<file path="src/rtl/handshake_monitor_pkg.sv">
// Shared types and constants for the ready/valid handshake monitor.
package handshake_monitor_pkg;

    typedef enum logic {
        IDLE    = 1'b0,
        PENDING = 1'b1
    } ch_state_e;

    localparam int ERR_DROP    = 0;
    localparam int ERR_STABLE  = 1;
    localparam int ERR_TIMEOUT = 2;
    localparam int NUM_ERR     = 3;

    function automatic int fe_width(input int n);
        return (n > 1) ? $clog2(n) : 1;
    endfunction

endpackage

</file>
<file path="src/rtl/handshake_monitor_ch.sv">
// One channel: IDLE/PENDING tracker, captured payload, stall counter,
// transfer counter and sticky drop/stable/timeout flags.
module handshake_monitor_ch
    import handshake_monitor_pkg::*;
#(
    parameter int DATA_W  = 4,
    parameter int TIMEOUT = 16,
    parameter int CNT_W   = 8
) (
    input  logic               CLK,
    input  logic               ASYNCRESETN,
    input  logic               valid_i,
    input  logic               ready_i,
    input  logic [DATA_W-1:0]  data_i,
    input  logic               clear_i,
    output logic [NUM_ERR-1:0] err_o,
    output logic [NUM_ERR-1:0] rise_o,
    output logic [CNT_W-1:0]   count_o
);

    localparam int SW = $clog2(TIMEOUT + 1);
    localparam logic [SW-1:0] TMO = SW'(TIMEOUT);

    ch_state_e          state_q, state_d;
    logic [DATA_W-1:0]  data_q, data_d;
    logic [SW-1:0]      stall_q, stall_d;
    logic [CNT_W-1:0]   cnt_q, cnt_d;
    logic [NUM_ERR-1:0] err_q, err_d;
    logic [NUM_ERR-1:0] set;
    logic               xfer;

    always_comb begin
        state_d = state_q;
        data_d  = data_q;
        stall_d = stall_q;
        set     = '0;
        xfer    = 1'b0;
        case (state_q)
            IDLE: begin
                if (valid_i) begin
                    if (ready_i) begin
                        xfer = 1'b1;
                    end else begin
                        data_d  = data_i;
                        stall_d = SW'(1);
                        state_d = PENDING;
                    end
                end
            end
            PENDING: begin
                if (!valid_i) begin
                    set[ERR_DROP] = 1'b1;
                    state_d       = IDLE;
                end else begin
                    // stability is checked on the completing beat too
                    set[ERR_STABLE] = (data_i != data_q);
                    if (ready_i) begin
                        xfer    = 1'b1;
                        state_d = IDLE;
                    end else begin
                        if (stall_q < TMO) stall_d = stall_q + SW'(1);
                        set[ERR_TIMEOUT] = (stall_d == TMO);
                    end
                end
            end
            default: state_d = IDLE;
        endcase
    end

    // clear wipes records only; tracking state keeps running
    assign err_d   = clear_i ? '0 : (err_q | set);
    assign cnt_d   = clear_i ? '0 : (cnt_q + CNT_W'(xfer));
    assign rise_o  = set & ~err_q & {NUM_ERR{~clear_i}};
    assign err_o   = err_q;
    assign count_o = cnt_q;

    always_ff @(posedge CLK or negedge ASYNCRESETN) begin
        if (!ASYNCRESETN) begin
            state_q <= IDLE;
            data_q  <= '0;
            stall_q <= '0;
            cnt_q   <= '0;
            err_q   <= '0;
        end else begin
            state_q <= state_d;
            data_q  <= data_d;
            stall_q <= stall_d;
            cnt_q   <= cnt_d;
            err_q   <= err_d;
        end
    end

endmodule

</file>
<file path="src/rtl/handshake_monitor.sv">
// Passive multi-channel ready/valid protocol checker with sticky
// status, transfer counters and first-error capture.
module handshake_monitor
    import handshake_monitor_pkg::*;
#(
    parameter int NUM_CH    = 3,
    parameter int DATA_W    = 4,
    parameter int TIMEOUT   = 16,
    parameter int CNT_W     = 8,
    parameter bit ASSERT_EN = 1'b1
) (
    input  logic                           CLK,
    input  logic                           ASYNCRESETN,
    input  logic [NUM_CH-1:0]              ch_valid,
    input  logic [NUM_CH-1:0]              ch_ready,
    input  logic [NUM_CH*DATA_W-1:0]       ch_data,
    input  logic                           clear,
    output logic [NUM_CH-1:0]              err_drop,
    output logic [NUM_CH-1:0]              err_stable,
    output logic [NUM_CH-1:0]              err_timeout,
    output logic                           err_any,
    output logic [NUM_CH*CNT_W-1:0]        xfer_count,
    output logic                           first_err_valid,
    output logic [fe_width(NUM_CH)-1:0]    first_err_ch
);

    localparam int FE_W = fe_width(NUM_CH);

    logic [NUM_CH-1:0] rise_ch;
    logic [FE_W-1:0]   hit_idx;
    logic              fev_q, fev_d;
    logic [FE_W-1:0]   fch_q, fch_d;

    for (genvar i = 0; i < NUM_CH; i++) begin : g_ch
        logic [NUM_ERR-1:0] err_w;
        logic [NUM_ERR-1:0] rise_w;

        handshake_monitor_ch #(
            .DATA_W  (DATA_W),
            .TIMEOUT (TIMEOUT),
            .CNT_W   (CNT_W)
        ) u_ch (
            .CLK         (CLK),
            .ASYNCRESETN (ASYNCRESETN),
            .valid_i     (ch_valid[i]),
            .ready_i     (ch_ready[i]),
            .data_i      (ch_data[i*DATA_W +: DATA_W]),
            .clear_i     (clear),
            .err_o       (err_w),
            .rise_o      (rise_w),
            .count_o     (xfer_count[i*CNT_W +: CNT_W])
        );

        assign err_drop[i]    = err_w[ERR_DROP];
        assign err_stable[i]  = err_w[ERR_STABLE];
        assign err_timeout[i] = err_w[ERR_TIMEOUT];
        assign rise_ch[i]     = |rise_w;

        if (ASSERT_EN) begin : g_assert
            a_drop: assert property (@(posedge CLK) disable iff (!ASYNCRESETN)
                !$rose(err_drop[i]))
                else $error("handshake valid dropped on channel %0d", i);
            a_stable: assert property (@(posedge CLK) disable iff (!ASYNCRESETN)
                !$rose(err_stable[i]))
                else $error("handshake data unstable on channel %0d", i);
            a_timeout: assert property (@(posedge CLK) disable iff (!ASYNCRESETN)
                !$rose(err_timeout[i]))
                else $error("handshake stall timeout on channel %0d", i);
        end
    end

    assign err_any = |{err_drop, err_stable, err_timeout};

    // lowest channel index wins on simultaneous first errors
    always_comb begin
        hit_idx = '0;
        for (int i = NUM_CH - 1; i >= 0; i--) begin
            if (rise_ch[i]) hit_idx = FE_W'(i);
        end
    end

    always_comb begin
        fev_d = fev_q;
        fch_d = fch_q;
        if (clear) begin
            fev_d = 1'b0;
            fch_d = '0;
        end else if (!fev_q && |rise_ch) begin
            fev_d = 1'b1;
            fch_d = hit_idx;
        end
    end

    assign first_err_valid = fev_q;
    assign first_err_ch    = fch_q;

    always_ff @(posedge CLK or negedge ASYNCRESETN) begin
        if (!ASYNCRESETN) begin
            fev_q <= 1'b0;
            fch_q <= '0;
        end else begin
            fev_q <= fev_d;
            fch_q <= fch_d;
        end
    end

endmodule

</file>
<file path="config.mk">
export PLATFORM = sky130hd
export DESIGN_NAME = handshake_monitor
export DESIGN_NICKNAME = d
export VERILOG_FILES = /design/src/rtl/handshake_monitor_pkg.sv /design/src/rtl/handshake_monitor_ch.sv /design/src/rtl/handshake_monitor.sv
export SDC_FILE = /design/constraint.sdc
export NUM_CORES = 1
export LEC_CHECK = 0
export CAP_MARGIN = 20
export CORE_MARGIN = 2
export CORE_UTILIZATION = 30
export DETAILED_ROUTE_END_ITERATION = 8
export PLACE_DENSITY_LB_ADDON = 0.08
export SYNTH_ARGS = -nofsm -noshare
export SYNTH_HDL_FRONTEND = slang
export SYNTH_SLANG_ARGS = --single-unit
</file>
<file path="constraint.sdc">
create_clock -name CLK -period 3.2 [get_ports CLK]
set_clock_uncertainty 0.2 [all_clocks]
set_input_delay 0.32 -clock CLK [delete_from_list [all_inputs] [get_ports CLK]]
set_output_delay 0.32 -clock CLK [all_outputs]
set_load 0.005 [all_outputs]
</file>
# ---- Word-level counts from Yosys, hierarchy flattened
# Index checks and enable logic that the tools add are counted.
dict set report totals {
  register_bits 66
  wordCells 141
  inputBits 21
}
dict set report op_classes {
  n_bitwise 19
  eq_ne 18
  order_cmp 3
  muxes 64
  add_sub_neg 6
  n_reduce_logical 14
}
# cell count
set op_table {}
lappend op_table {{5-bit two-way mux} 24}
lappend op_table {{5-bit case mux with 2 select lines} 3}
lappend op_table {{8-bit by 1-bit adder with 8-bit output} 3}
lappend op_table {{8-bit two-way mux} 3}
lappend op_table {{2-bit inequality test, second input constant} 12}
lappend op_table {{1-bit two-way mux} 20}
lappend op_table {{3-bit bitwise AND} 6}
lappend op_table {{3-bit two-way mux} 6}
lappend op_table {{9-bit OR reduction} 2}
lappend op_table {{2-bit two-way mux} 8}
lappend op_table {{5-bit by 1-bit adder with 5-bit output, second input constant} 3}
lappend op_table {{5-bit == test, second input constant} 3}
lappend op_table {{5-bit less-than comparator, second input constant} 3}
lappend op_table {{4-bit inequality test} 3}
lappend op_table {{4-bit AND reduction} 3}
lappend op_table {{3-bit inverter} 3}
lappend op_table {{3-bit bitwise OR} 3}
lappend op_table {{3-bit AND reduction} 3}
lappend op_table {{3-bit OR reduction} 3}
lappend op_table {{1-bit inverter} 7}
lappend op_table {{2-bit nonzero test} 1}
lappend op_table {{1-bit logical AND} 1}
lappend op_table {{1-bit zero test} 1}

# ---- Logic depth before layout (Yosys ltp)
# Gate-level depths: netlist of the first run.
dict set report depth {
  ltp_word 17
  mapped_depth 8
  ltp_nobuf 7
}

# ---- By module
# From an unflattened synthesis of the first run, not the netlist that was laid out.
dict set report hier_totals {
  cells_unflattened 300
  hier_area_um2 3200.6
}
# module instances cells_per_inst area_per_inst_um2 seq_area_each_um2
set by_module_without_submodules {}
lappend by_module_without_submodules {{handshake_monitor_ch at g_ch[1].u_ch} 1 93 1013.5 525.5}
lappend by_module_without_submodules {{handshake_monitor_ch at g_ch[2].u_ch} 1 92 999.7 525.5}
lappend by_module_without_submodules {{handshake_monitor_ch at g_ch[0].u_ch} 1 95 996.0 525.5}
lappend by_module_without_submodules {handshake_monitor 1 20 191.4 75.1}

# ---- Worst setup path before layout of the first run
# OpenSTA, ideal clock, no wires.
dict set report synth_timing {
  path_type {register to register}
  startpoint {reg g_ch[1].u_ch.stall_q[0]}
  endpoint {reg fch_q[1], in the netlist first_err_ch[1]}
  arrival_time_ns 1.938
  n_path_buf 0
  stages_incl_launch_ff 8
  required_time_ns 2.877
  period_less_slack_ns 2.261
  slack_ns 0.939
  path_cell_list {dfrtp_1 ha_1 or4b_4 a21oi_2 o211ai_2 o221ai_2 nor2_1 o221a_1}
}
dict set report synth_via {
  elab_chain_len 16
  elab_cells_between_ends 20
  cone_classes {add/sub: 1; order compare: 1; eq/ne: 1; mux: 11; bitwise: 2; reduce/logical: 4}
}
# item line
set synth_lines {}
lappend synth_lines {{start: declaration} handshake_monitor_ch.sv:26} ;# logic [SW-1:0] stall_q, stall_d;
lappend synth_lines {{start signal: assignment} handshake_monitor_ch.sv:87} ;# stall_q <= stall_d;
lappend synth_lines {{5-bit by 1-bit adder with 5-bit output or 5-bit less-than comparator (tied branches)} handshake_monitor_ch.sv:61} ;# if (stall_q < TMO) stall_d = stall_q + SW'(1);
lappend synth_lines {{5-bit two-way mux (*)} handshake_monitor_ch.sv:61}
lappend synth_lines {{5-bit two-way mux (*)} handshake_monitor_ch.sv:57} ;# if (ready_i) begin
lappend synth_lines {{5-bit two-way mux (*)} handshake_monitor_ch.sv:51} ;# if (!valid_i) begin
lappend synth_lines {{5-bit two-way mux (*)} handshake_monitor_ch.sv:38} ;# case (state_q)
lappend synth_lines {{5-bit == test (*)} handshake_monitor_ch.sv:62} ;# set[ERR_TIMEOUT] = (stall_d == TMO);
lappend synth_lines {{1-bit two-way mux (*)} handshake_monitor_ch.sv:57}
lappend synth_lines {{2-bit two-way mux (*)} handshake_monitor_ch.sv:51}
lappend synth_lines {{3-bit two-way mux (*)} handshake_monitor_ch.sv:38}
lappend synth_lines {{3-bit bitwise AND (*) (2 in a row)} handshake_monitor_ch.sv:73} ;# assign rise_o = set & ~err_q & {NUM_ERR{~clear_i}};
lappend synth_lines {{3-bit OR reduction} handshake_monitor.sv:57} ;# assign rise_ch[i] = |rise_w;
lappend synth_lines {{2-bit two-way mux (2 in a row)} handshake_monitor.sv:78} ;# if (rise_ch[i]) hit_idx = FE_W'(i);
lappend synth_lines {{2-bit two-way mux} handshake_monitor.sv:88} ;# end else if (!fev_q && |rise_ch) begin
lappend synth_lines {{2-bit two-way mux} handshake_monitor.sv:85} ;# if (clear) begin
lappend synth_lines {{end signal: assignment} handshake_monitor.sv:103} ;# fch_q <= fch_d;
lappend synth_lines {{end: declaration} handshake_monitor.sv:32} ;# logic [FE_W-1:0] fch_q, fch_d;
# Mark *: on every way between the ends. The rest lies on a longest branch, timed or not. The select of a mux whose other input is x is not followed.
# A chain may end at the register's enable or synchronous reset.

# ---- Final worst setup path of the first run
# Ends and elaborated chain as after synthesis.

==> impl_results.md, run 1 <==
- Leakage: 1.81 nW
- Largest family of logic cells by synthesized area: simple AND/OR/NAND/NOR gates
- Reg2reg start: g_ch[1].u_ch.stall_q[0]
- Clock period minus worst slack: 2.39 ns
- CTS resizes: 0
- WHS: -0.0422 ns
- Power share of the combinational group: 13.6%
- Post-synth EDFFs: 0
- Ys flop type: dfrtp_1
- CP max FO: 7
- Vias/cell: 4.69
- CTS Sinks: 66
- Die Y: 108 µm
- Port bufs: 57
- Switching power: 0.527 mW
- CTS Buf Count: 9
- Final Max Slew Viols: 0
- Critical Path End: first_err_ch[1]
- Floorplan row count: 37
- Register-to-Register Path Depth: 7
- Initial DRC count: 109
- PD cells: 485 mW/mm²
- Wire per inst: 13.8 µm
- Commonest cells after routing, fill and taps aside: dfrtp_1, clkdlybuf4s50_1, nor2_1
- DRT Pass-1 Iters: 4
- Fin Setup TNS: 0 ns
- Initial antenna violation count: 0
- CP max-delay cell: or4b_4
- Flop2flop setup slack: 0.81 ns
- Drt total wl: 7030 µm
- Violated checks: negative hold slack
- Max_cap viols: 0
- Die area: 0.0117 mm²
- Diode count: 0
- Hold Buf Count CTS: 0
- Worst r2r dst: first_err_ch[1]
- Post-Synth Adder-Cell Area: 3.47%
- Post-synthesis mux area share: 4.82%
- RSZ-0062 raised after global routing: no
- Largest net degree at the start of global routing: 67
- Worst Max-Slew Pin Slew: 0.923 ns
- Synth Instances: 309
- Fmax: 0.418 GHz
- Worst Setup SP: g_ch[1].u_ch.stall_q[0]
- Power Total: 2.02 mW
- Starting density of the core: 31.1%
- Crit Path Class: register to register
- FF+latch area: 0.00165 mm²
- Distinct cells, synth: 46
- Grt ovf: 0
- Ports: 58
- Commonest non-fill, non-tap cell in the layout: dfrtp_1
- Internal power: 1.49 mW
- Hold Crit Class: input port to async pin
- Mapped Area: 0.00324 mm²
- Syn-to-layout area delta: 28.2%
- CTS tree: built
- Compound-Gate Fraction of Synth Area: 9.76%
- Final setup viols: 0
- Kind of end point of the critical path: register
- DRC viols: 0
- Crit path DAT: 2.43 ns
- GRT Resource Usage Total: 13.1%
- Net count after synthesis: 339
- First-pass GRT wire length: 12000 µm
- Multi-input logic area: 0.00148 mm²
- Mean Syn Cell Area: 10.5 µm²
- CP max stage delay: 0.49 ns
- Final layout net count: 397
- Non-filler cells, final: 508
- Simple-gate area share of the yosys netlist: 18.9%
- CTS max path bufs: 2
- # fillers: 1047
- Worst skew pair latency: 0.34 ns
- Hold Fails Final Rpt: 50
- Routed Antenna Nets: 0
- Setup bufs post-CTS: 0
- Critical path launch point type: register
- Core area: 0.0104 mm²
- Ys Warns: 0
- Period utilization: 74.8%
- GP Congestion: 0.774
- Async set-reset flop share out of synthesis: 100%
- H-tree Lvls: 3
- Sequential Power Share: 47.9%
- Total number of vias: 2380
- Share of cells above drive strength 1: 11.3%
- Status: finished, violations left
- Clk pwr share: 38.6%
- Seq/Total Area, Yosys: 50.9%
- Worst path required time: 3.23 ns
- CP cell instances: ha_1 -> or4b_4 -> a21oi_2 -> o211ai_2 -> o221ai_2 -> nor2_1 -> o221a_1
- Clock transition at path regs: 0.08 ns
- Die width: 108 µm
- Dpl cells: 492
- Clock root buffer: clkbuf_8
- Peak VDD IR: 0.000252 V
- FF+latch count, synth: 66
- DPL Wire Length: 4920 µm
- Synth Area in XOR/XNOR: 8.65%
- Number of global-route vias before repair: 2409
- Sw Share: 26.1%
- Slew headroom: 38.3%
[state kept, by name, indices dropped and copies added, names as in the netlist]
register           cells
g_ch.u_ch.data_q      12
g_ch.u_ch.err_o        9
g_ch.u_ch.state_q      3
first_err_ch           2
g_ch.u_ch.stall_q     15
g_ch.u_ch.count_o     24
first_err_valid        1
[stage by stage]
stage / cell area, µm² / util, % / hold slack [ns] / setup WS [ns]
5_1_grt: 4160 / 39.9 / 0.0443 / 0.629
3_5_place_dp: 3940 / 37.8 / 0.318 / 0.804
3_3_place_gp: 3940 / 37.8 / 0.311 / 0.847
2_1_floorplan: 3240 / - / -0.176 / 0.939
6_report: 4160 / 39.9 / -0.0422 / 0.805
4_1_cts: 4160 / 39.9 / 0.00192 / 0.802
[synthesized netlist by cell type, types with 2 or more instances]
master / n / area (µm²)
nor4_1: 3 / 18.8
nor3_1: 5 / 25.0
nand2b_1: 8 / 50.1
ha_1: 9 / 113
o21ai_0: 6 / 30.0
nand2_1: 16 / 60.1
nand4_1: 4 / 25.0
nand4b_1: 5 / 43.8
and3_1: 6 / 37.5
and2_1: 3 / 18.8
mux2_2: 13 / 146
inv_1: 13 / 48.8
a21oi_1: 11 / 55.1
dfrtp_1: 66 / 1650
a21o_1: 4 / 30.0
xnor2_1: 14 / 123
nand3_1: 14 / 70.1
clkbuf_2: 2 / 10.0
xor2_1: 18 / 158
nor2_1: 37 / 139
a31oi_1: 3 / 18.8
nor2b_1: 6 / 37.5
clkbuf_1: 9 / 33.8
a22o_1: 7 / 61.3
nand3b_1: 3 / 22.5
o21ai_1: 4 / 20.0
[layer usage]
layer	global-route usage (%)	share of wire, %	vias to the layer above
met5	0	0	-
met4	4.95	1.5	0
met3	4.04	5.3	10
met2	19.7	46	46
met1	17.7	47	1141
li1	-	-	1183
[final cells by class]
class                           instances  share of cell area (%)
Inverter                               14                    1.26
Timing Repair Buffer                   60                    14.1
Clock inverter                          7                    2.23
Clock buffer                            9                    2.98
Multi-Input combinational cell        216                    35.6
Sequential cell                        66                    39.7
Tap cell                              136                    4.09
[kinds of logic after synthesis]
| group | after synthesis |
|---|---|
| flip-flops | 66 |
| AO/OA/AOI/OAI | 44 |
| multiplexers | 14 |
| XOR/XNOR | 32 |
| adder cells (fa/ha/maj) | 9 |
| AND/OR/NAND/NOR | 117 |
| buffers and inverters | 27 |
[worst min path at each step]
stage	endpoint	slack (ns)	depth (start not counted)
6_report	g_ch[1].u_ch.count_o[6]	-0.04	2
3_5_place_dp	g_ch[1].u_ch.data_q[2]	0.32	1
3_3_place_gp	g_ch[0].u_ch.data_q[3]	0.31	1
2_1_floorplan	first_err_ch[0]	-0.18	0
5_1_grt	g_ch[1].u_ch.count_o[6]	0.04	2
4_1_cts	g_ch[1].u_ch.count_o[6]	0.002	2
[critical path: cells and delay by family, from the launching register on]
family          cells  cell delay [ns]
compound gates      4             0.72
simple gates        2             0.58
flops               1             0.44
fa+ha+maj           1             0.35
[power groups by stage]
| stage | Combinational, mW | Clock (mW) | Sequential [mW] |
|---|---|---|---|
| after global placement | 0.278 | 0 | 0.981 |
| final | 0.274 | 0.777 | 0.965 |
| after CTS | 0.281 | 0.810 | 0.966 |
| after floorplan | 0.181 | 0 | 0.958 |
| after global routing | 0.312 | 0.845 | 0.976 |
| after detailed placement | 0.279 | 0 | 0.982 |
Power figures use the tool's default switching activity.
==> inputs of run 2 (changes only) <==
Clock period 3.2 ns to 2.48 ns, I/O delays scaled along.
==> run 2 against run 1 <==
Compared with the run above: the run now ends clean; via count shrank 0.71%; first-iteration DRC count shrank 16%; sequential share of layout area is 0.20 points lower; combinational power rose by 32%; critical path type unchanged.
==> impl_results.md, run 2 (same netlist as run 1, synthesis figures left out) <==
- Register-to-Register Path Depth: 7 (unchanged)
- Period utilization: 95.1% (+20 points)
- Status: completed
- Reg2reg start: g_ch[1].u_ch.stall_q[1]
- Slew headroom: 72.7% (+34 points)
- Worst skew pair latency: 0.33 ns (about the same)
- Hold Crit Class: input port to async pin
- Critical path's top delay family: compound AO/OA/AOI/OAI gates
- CTS Sinks: 66 (unchanged)
- Critical Path End: first_err_ch[1]
- Ports: 58 (unchanged)
- Die area: 0.0117 mm² (unchanged)
- WP buf/inv: 0 (unchanged)
- Final Max Slew Viols: 0 (unchanged)
- Initial antenna violation count: 0 (unchanged)
- Fin Setup TNS: 0 ns (unchanged)
- Worst r2r dst: first_err_ch[1]
- Clock period minus worst slack: 2.36 ns (-0.0350 ns)
- Starting density of the core: 31.1% (unchanged)
- Clock root buffer: clkbuf_8
- Core area: 0.0104 mm² (unchanged)
- CTS tree: built
- Fmax: 0.424 GHz (+1.5%)
- Total number of vias: 2363 (-0.71%)
- Routed Antenna Nets: 0 (unchanged)
- Commonest non-fill, non-tap cell in the layout: dfrtp_1
- Number of global-route vias before repair: 2351 (-2.4%)
- Hold Buf Count CTS: 1 (+1)
- GP Congestion: 0.728 (-6.0%)
- Worst path required time: 2.50 ns (-0.73 ns)
- Worst Setup SP: g_ch[1].u_ch.stall_q[1]
- CP cell instances: ha_1 -> or4b_4 -> a21oi_2 -> o211ai_2 -> o221ai_2 -> nor2_1 -> o221a_1
- Final setup viols: 0 (unchanged)
- DPL Wire Length: 4830 µm (-1.8%)
- Hold Fails Final Rpt: 0 (-100%)
- Worst Max-Slew Pin Slew: 0.408 ns (-0.515 ns)
- Wire per inst: 13.4 µm (-3.1%)
- Share of cells above drive strength 1: 11.7% (+0.44 points)
- Grt ovf: 0 (unchanged)
- Floorplan row count: 37 (unchanged)
- Vias/cell: 4.62 (-1.3%)
- Critical path launch point type: register
- Crit path DAT: 2.38 ns (-0.05 ns)
- Flop2flop setup slack: 0.12 ns (-0.68 ns)
- PD cells: 597 mW/mm² (+23%)
- GRT Resource Usage Total: 12.6% (-0.52 points)
- Initial DRC count: 92 (-16%)
- DRT Pass-1 Iters: 4 (unchanged)
- Port bufs: 57 (unchanged)
- First-pass GRT wire length: 11600 µm (-3.3%)
- Cell depth of the worst setup path: 7 (unchanged)
- Crit Path Class: register to register
- Syn-to-layout area delta: 28.9%
- Kind of end point of the critical path: register
- CTS Buf Count: 9 (unchanged)
- CP max stage delay: 0.49 ns (about the same)
- H-tree Lvls: 3 (unchanged)
- Setup bufs post-CTS: 0 (unchanged)
- Leakage: 1.81 nW (+0.14%)
- CP max FO: 5 (-2)
- Largest net degree at the start of global routing: 67 (unchanged)
- Peak VDD IR: 0.000273 V (+8.4%)
- Diode count: 0 (unchanged)
- Die Y: 108 µm (unchanged)
- Drt total wl: 6850 µm (-2.5%)
- Max_cap viols: 0 (unchanged)
- Die width: 108 µm (unchanged)
- WHS: 0.277 ns (+0.319 ns)
- RSZ-0062 raised after global routing: no
- Final layout net count: 401 (+1.0%)
- Clock transition at path regs: 0.07 ns (about the same)
- Max FFs per register: 24 (unchanged)
- CTS resizes: 0 (unchanged)
- CP max-delay cell: or4b_4
- CTS max path bufs: 2 (unchanged)
- DRC viols: 0 (unchanged)
- Commonest cells after routing, fill and taps aside: dfrtp_1, clkdlybuf4s50_1, nor2_1
==> run 2: area by class of cell <==
cell class	instances	area (µm²)
Clock buffer	10	138
Clock inverter	5	55.1
Fill cell	1048	6240
Inverter	14	52.6
Multi-Input combinational cell	216	1480
Sequential cell	66	1650
Tap cell	136	170
Timing Repair Buffer	64	633
==> run 2: worst min-delay path: cells and delay by family <==
kind | cells | cell delay [ns]
buf+inv | 3 | 0.96
==> run 2: stage by stage <==
| stage | instance area (µm²) | utilization [%] | power [mW] | worst slack (ns) | instances |
|---|---|---|---|---|---|
| after floorplan | 3240 | - | 1.47 | 0.219 | 309 |
| after global placement | 3980 | 38.2 | 1.63 | 0.174 | 495 |
| after detailed placement | 3980 | 38.2 | 1.63 | 0.119 | 495 |
| after CTS | 4180 | 40.1 | 2.55 | 0.119 | 511 |
| after global routing | 4180 | 40.1 | 2.64 | 0.0199 | 511 |
| final | 4180 | 40.1 | 2.49 | 0.120 | 511 |
==> run 2: worst min path at each step <==
| stage | start | to | slack (ns) | depth (start not counted) |
|---|---|---|---|---|
| finish | ASYNCRESETN | g_ch[1].u_ch.count_o[6] | 0.28 | 3 |
| global route | ASYNCRESETN | g_ch[0].u_ch.count_o[7] | 0.30 | 3 |
| detailed placement | ASYNCRESETN | g_ch[0].u_ch.count_o[7] | 0.10 | 2 |
| floorplan | ASYNCRESETN | first_err_ch[0] | -0.25 | 0 |
| global placement | ASYNCRESETN | g_ch[1].u_ch.count_o[7] | 0.11 | 2 |
| CTS | ASYNCRESETN | g_ch[0].u_ch.count_o[5] | 0.28 | 3 |
==> run 2: metal layers <==
metal  vias to the layer above  global-route usage, %  part of all wire, %
li1                       1196                      -                    -
met1                      1121                   16.2                   47
met2                        42                   19.8                   46
met3                         4                   4.34                  5.8
met4                         0                   4.40                 0.86
met5                         -                      0                    0
==> run 2: power breakdown <==
part	internal, mW	leakage [nW]	switching (mW)	total, mW
logic	0.207	0.847	0.156	0.363
registers	1.16	0.870	0.0856	1.24
clock network	0.483	0.0941	0.405	0.887
==> inputs of run 3 (changes only) <==
Settings changed: CORE_MARGIN 2 to not set.
==> run 3 against run 2 <==
Compared with the run above: flip-flop and latch count unchanged; register-to-register slack improved by 0.05 ns; largest power group unchanged; total power increased by 8.7%; maximum frequency increased by 2.0%; highest routed layer unchanged; non-clock buffer count unchanged; worst setup slack improved by 0.046 ns.
==> impl_results.md, run 3 (same netlist as run 1, synthesis figures left out) <==
- Worst Setup SP: g_ch[1].u_ch.stall_q[1]
- Hold Crit Class: input port to async pin
- Wire per inst: 13.6 µm (+1.3%)
- DRC viols: 0 (unchanged)
- Crit path DAT: 2.34 ns (-0.04 ns)
- Final layout net count: 401 (unchanged)
- Worst Max-Slew Pin Slew: 0.446 ns (+0.0379 ns)
- Hold Fails Final Rpt: 0 (unchanged)
- Status: completed
- GP Congestion: 0.789 (+8.3%)
- Peak VDD IR: 0.000322 V (+18%)
- Final Max Slew Viols: 0 (unchanged)
- # fillers: 1044 (-0.38%)
- Drt total wl: 6960 µm (+1.5%)
- Max_cap viols: 0 (unchanged)
- Grt ovf: 0 (unchanged)
- Starting density of the core: 31.1% (unchanged)
- Worst skew pair latency: 0.34 ns (about the same)
- Vias/cell: 4.72 (+2.0%)
- Die Y: 106 µm (-1.9%)
- Met1 GRT Util: 17.5% (+1.3 points)
- Crit Path Class: register to register
- Kind of end point of the critical path: register
- Final Util: 40.6% (+0.47 points)
- Flop2flop setup slack: 0.17 ns (+0.05 ns)
- CTS Sinks: 66 (unchanged)
- Fmax: 0.432 GHz (+2.0%)
- Register-to-Register Path Depth: 7 (unchanged)
- DRT Pass-1 Iters: 4 (unchanged)
- GRT Resource Usage Total: 13.4% (+0.77 points)
- Busiest layer in global routing: met2
- Core area: 0.0104 mm² (unchanged)
- Met3 Use GR: 4.90% (+0.57 points)
- H-tree Lvls: 3 (unchanged)
- Clock transition at path regs: 0.08 ns (about the same)
- Diode count: 0 (unchanged)
- Syn-to-layout area delta: 30.4%
- Leakage: 1.83 nW (+1.1%)
- CTS Buf Count: 9 (unchanged)
- CTS tree: built
- Final setup viols: 0 (unchanged)
- Share of cells above drive strength 1: 11.7% (-0.031 points)
- Clock root buffer: clkbuf_8
- Commonest non-fill, non-tap cell in the layout: dfrtp_1
- Total number of vias: 2415 (+2.2%)
- RSZ-0062 raised after global routing: no
- Critical path launch point type: register
- Max FFs per register: 24 (unchanged)
- Clock period minus worst slack: 2.31 ns (-0.0459 ns)
- Critical Path End: first_err_ch[1]
- Port bufs: 57 (unchanged)
- Floorplan row count: 37 (unchanged)
- CTS max path bufs: 2 (unchanged)
- Initial DRC count: 70 (-24%)
- Commonest cells after routing, fill and taps aside: dfrtp_1, clkdlybuf4s50_1, nor2_1
- Initial antenna violation count: 0 (unchanged)
- CP max FO: 5 (unchanged)
- Period utilization: 93.3% (-1.8 points)
- PD cells: 641 mW/mm² (+7.5%)
- Die width: 106 µm (-1.9%)
- Worst r2r dst: first_err_ch[1]
- Routed Antenna Nets: 0 (unchanged)
- CTS resizes: 0 (unchanged)
- DPL Wire Length: 5000 µm (+3.6%)
- Ports: 58 (unchanged)
- Largest net degree at the start of global routing: 37 (-45%)
- Reg2reg start: g_ch[1].u_ch.stall_q[1]
- Fin Setup TNS: 0 ns (unchanged)
- Slew headroom: 70.3% (-2.4 points)
- Number of global-route vias before repair: 2363 (+0.51%)
- GR Layer Usage met2: 20.6% (+0.87 points)
- First-pass GRT wire length: 11800 µm (+1.8%)
- Setup bufs post-CTS: 0 (unchanged)
- Die area: 0.0112 mm² (-3.7%)
- Worst path required time: 2.51 ns (about the same)
run 3: cell types whose count changed in the layout (fill, tap and decap cells not counted), sizes merged:
cell    previous run  this run
bufinv             1         3
clkinv             2         0
inv               14        15
run 3: per-stage QoR:
step	cell area (µm²)	hold WS [ns]	setup WS (ns)	total power [mW]	std cells
after global routing	4230	0.186	0.0254	2.86	512
after CTS	4230	0.180	0.129	2.76	512
final	4230	0.176	0.166	2.71	512
after detailed placement	3980	0.0197	0.128	1.63	495
after floorplan	3240	-0.248	0.219	1.47	309
after global placement	3980	0.0150	0.164	1.63	495
run 3: cell type report:
cell class              instances  area (µm²)  area share [%]
flip-flops and latches         66        1650            39.1
multi-input cells             216        1480            35.0
repair buffers                 64         633            15.0
well taps                     136         170            4.03
clock buffers                  10         128            3.02
clock inverters                 6         114            2.69
inverters                      14        52.6            1.24
run 3: what timing repair did:
action,CTS,global route
setup endpoints to repair,0,2
hold buffers,1,0
hold endpoints to repair,15,0
run 3: where the power goes:
group / total, mW / switching [mW] / internal, mW
clock: 1.10 / 0.430 / 0.672
combinational: 0.365 / 0.158 / 0.207
sequential: 1.24 / 0.0869 / 1.16
total: 2.71 / 0.675 / 2.04
run 3: how the worst min path moves through the flow:
stage / from / to / slack (ns) / cells after the start
floorplan: ASYNCRESETN / first_err_ch[0] / -0.25 / 0
global placement: ASYNCRESETN / g_ch[1].u_ch.count_o[5] / 0.02 / 1
detailed placement: ASYNCRESETN / g_ch[1].u_ch.count_o[5] / 0.02 / 1
CTS: ASYNCRESETN / g_ch[1].u_ch.count_o[5] / 0.18 / 2
global route: ASYNCRESETN / g_ch[1].u_ch.count_o[5] / 0.19 / 2
finish: ASYNCRESETN / g_ch[1].u_ch.count_o[5] / 0.18 / 2
run 3: routing by layer:
metal / wire, µm / vias to the layer above / part of all wire, %
met4: 72 / 0 / 1.0
met2: 3180 / 47 / 46
met1: 3320 / 1172 / 48
met5: 0 / - / 0
li1: - / 1190 / -
met3: 378 / 6 / 5.4
run 3: critical path, cell delays in order (launching register included):
cell and delay (ns):
dfrtp_1 0.42, ha_1 0.33, or4b_4 0.49, a21oi_2 0.16, o211ai_2 0.12, o221ai_2 0.18, nor2_1 0.08, o221a_1 0.24
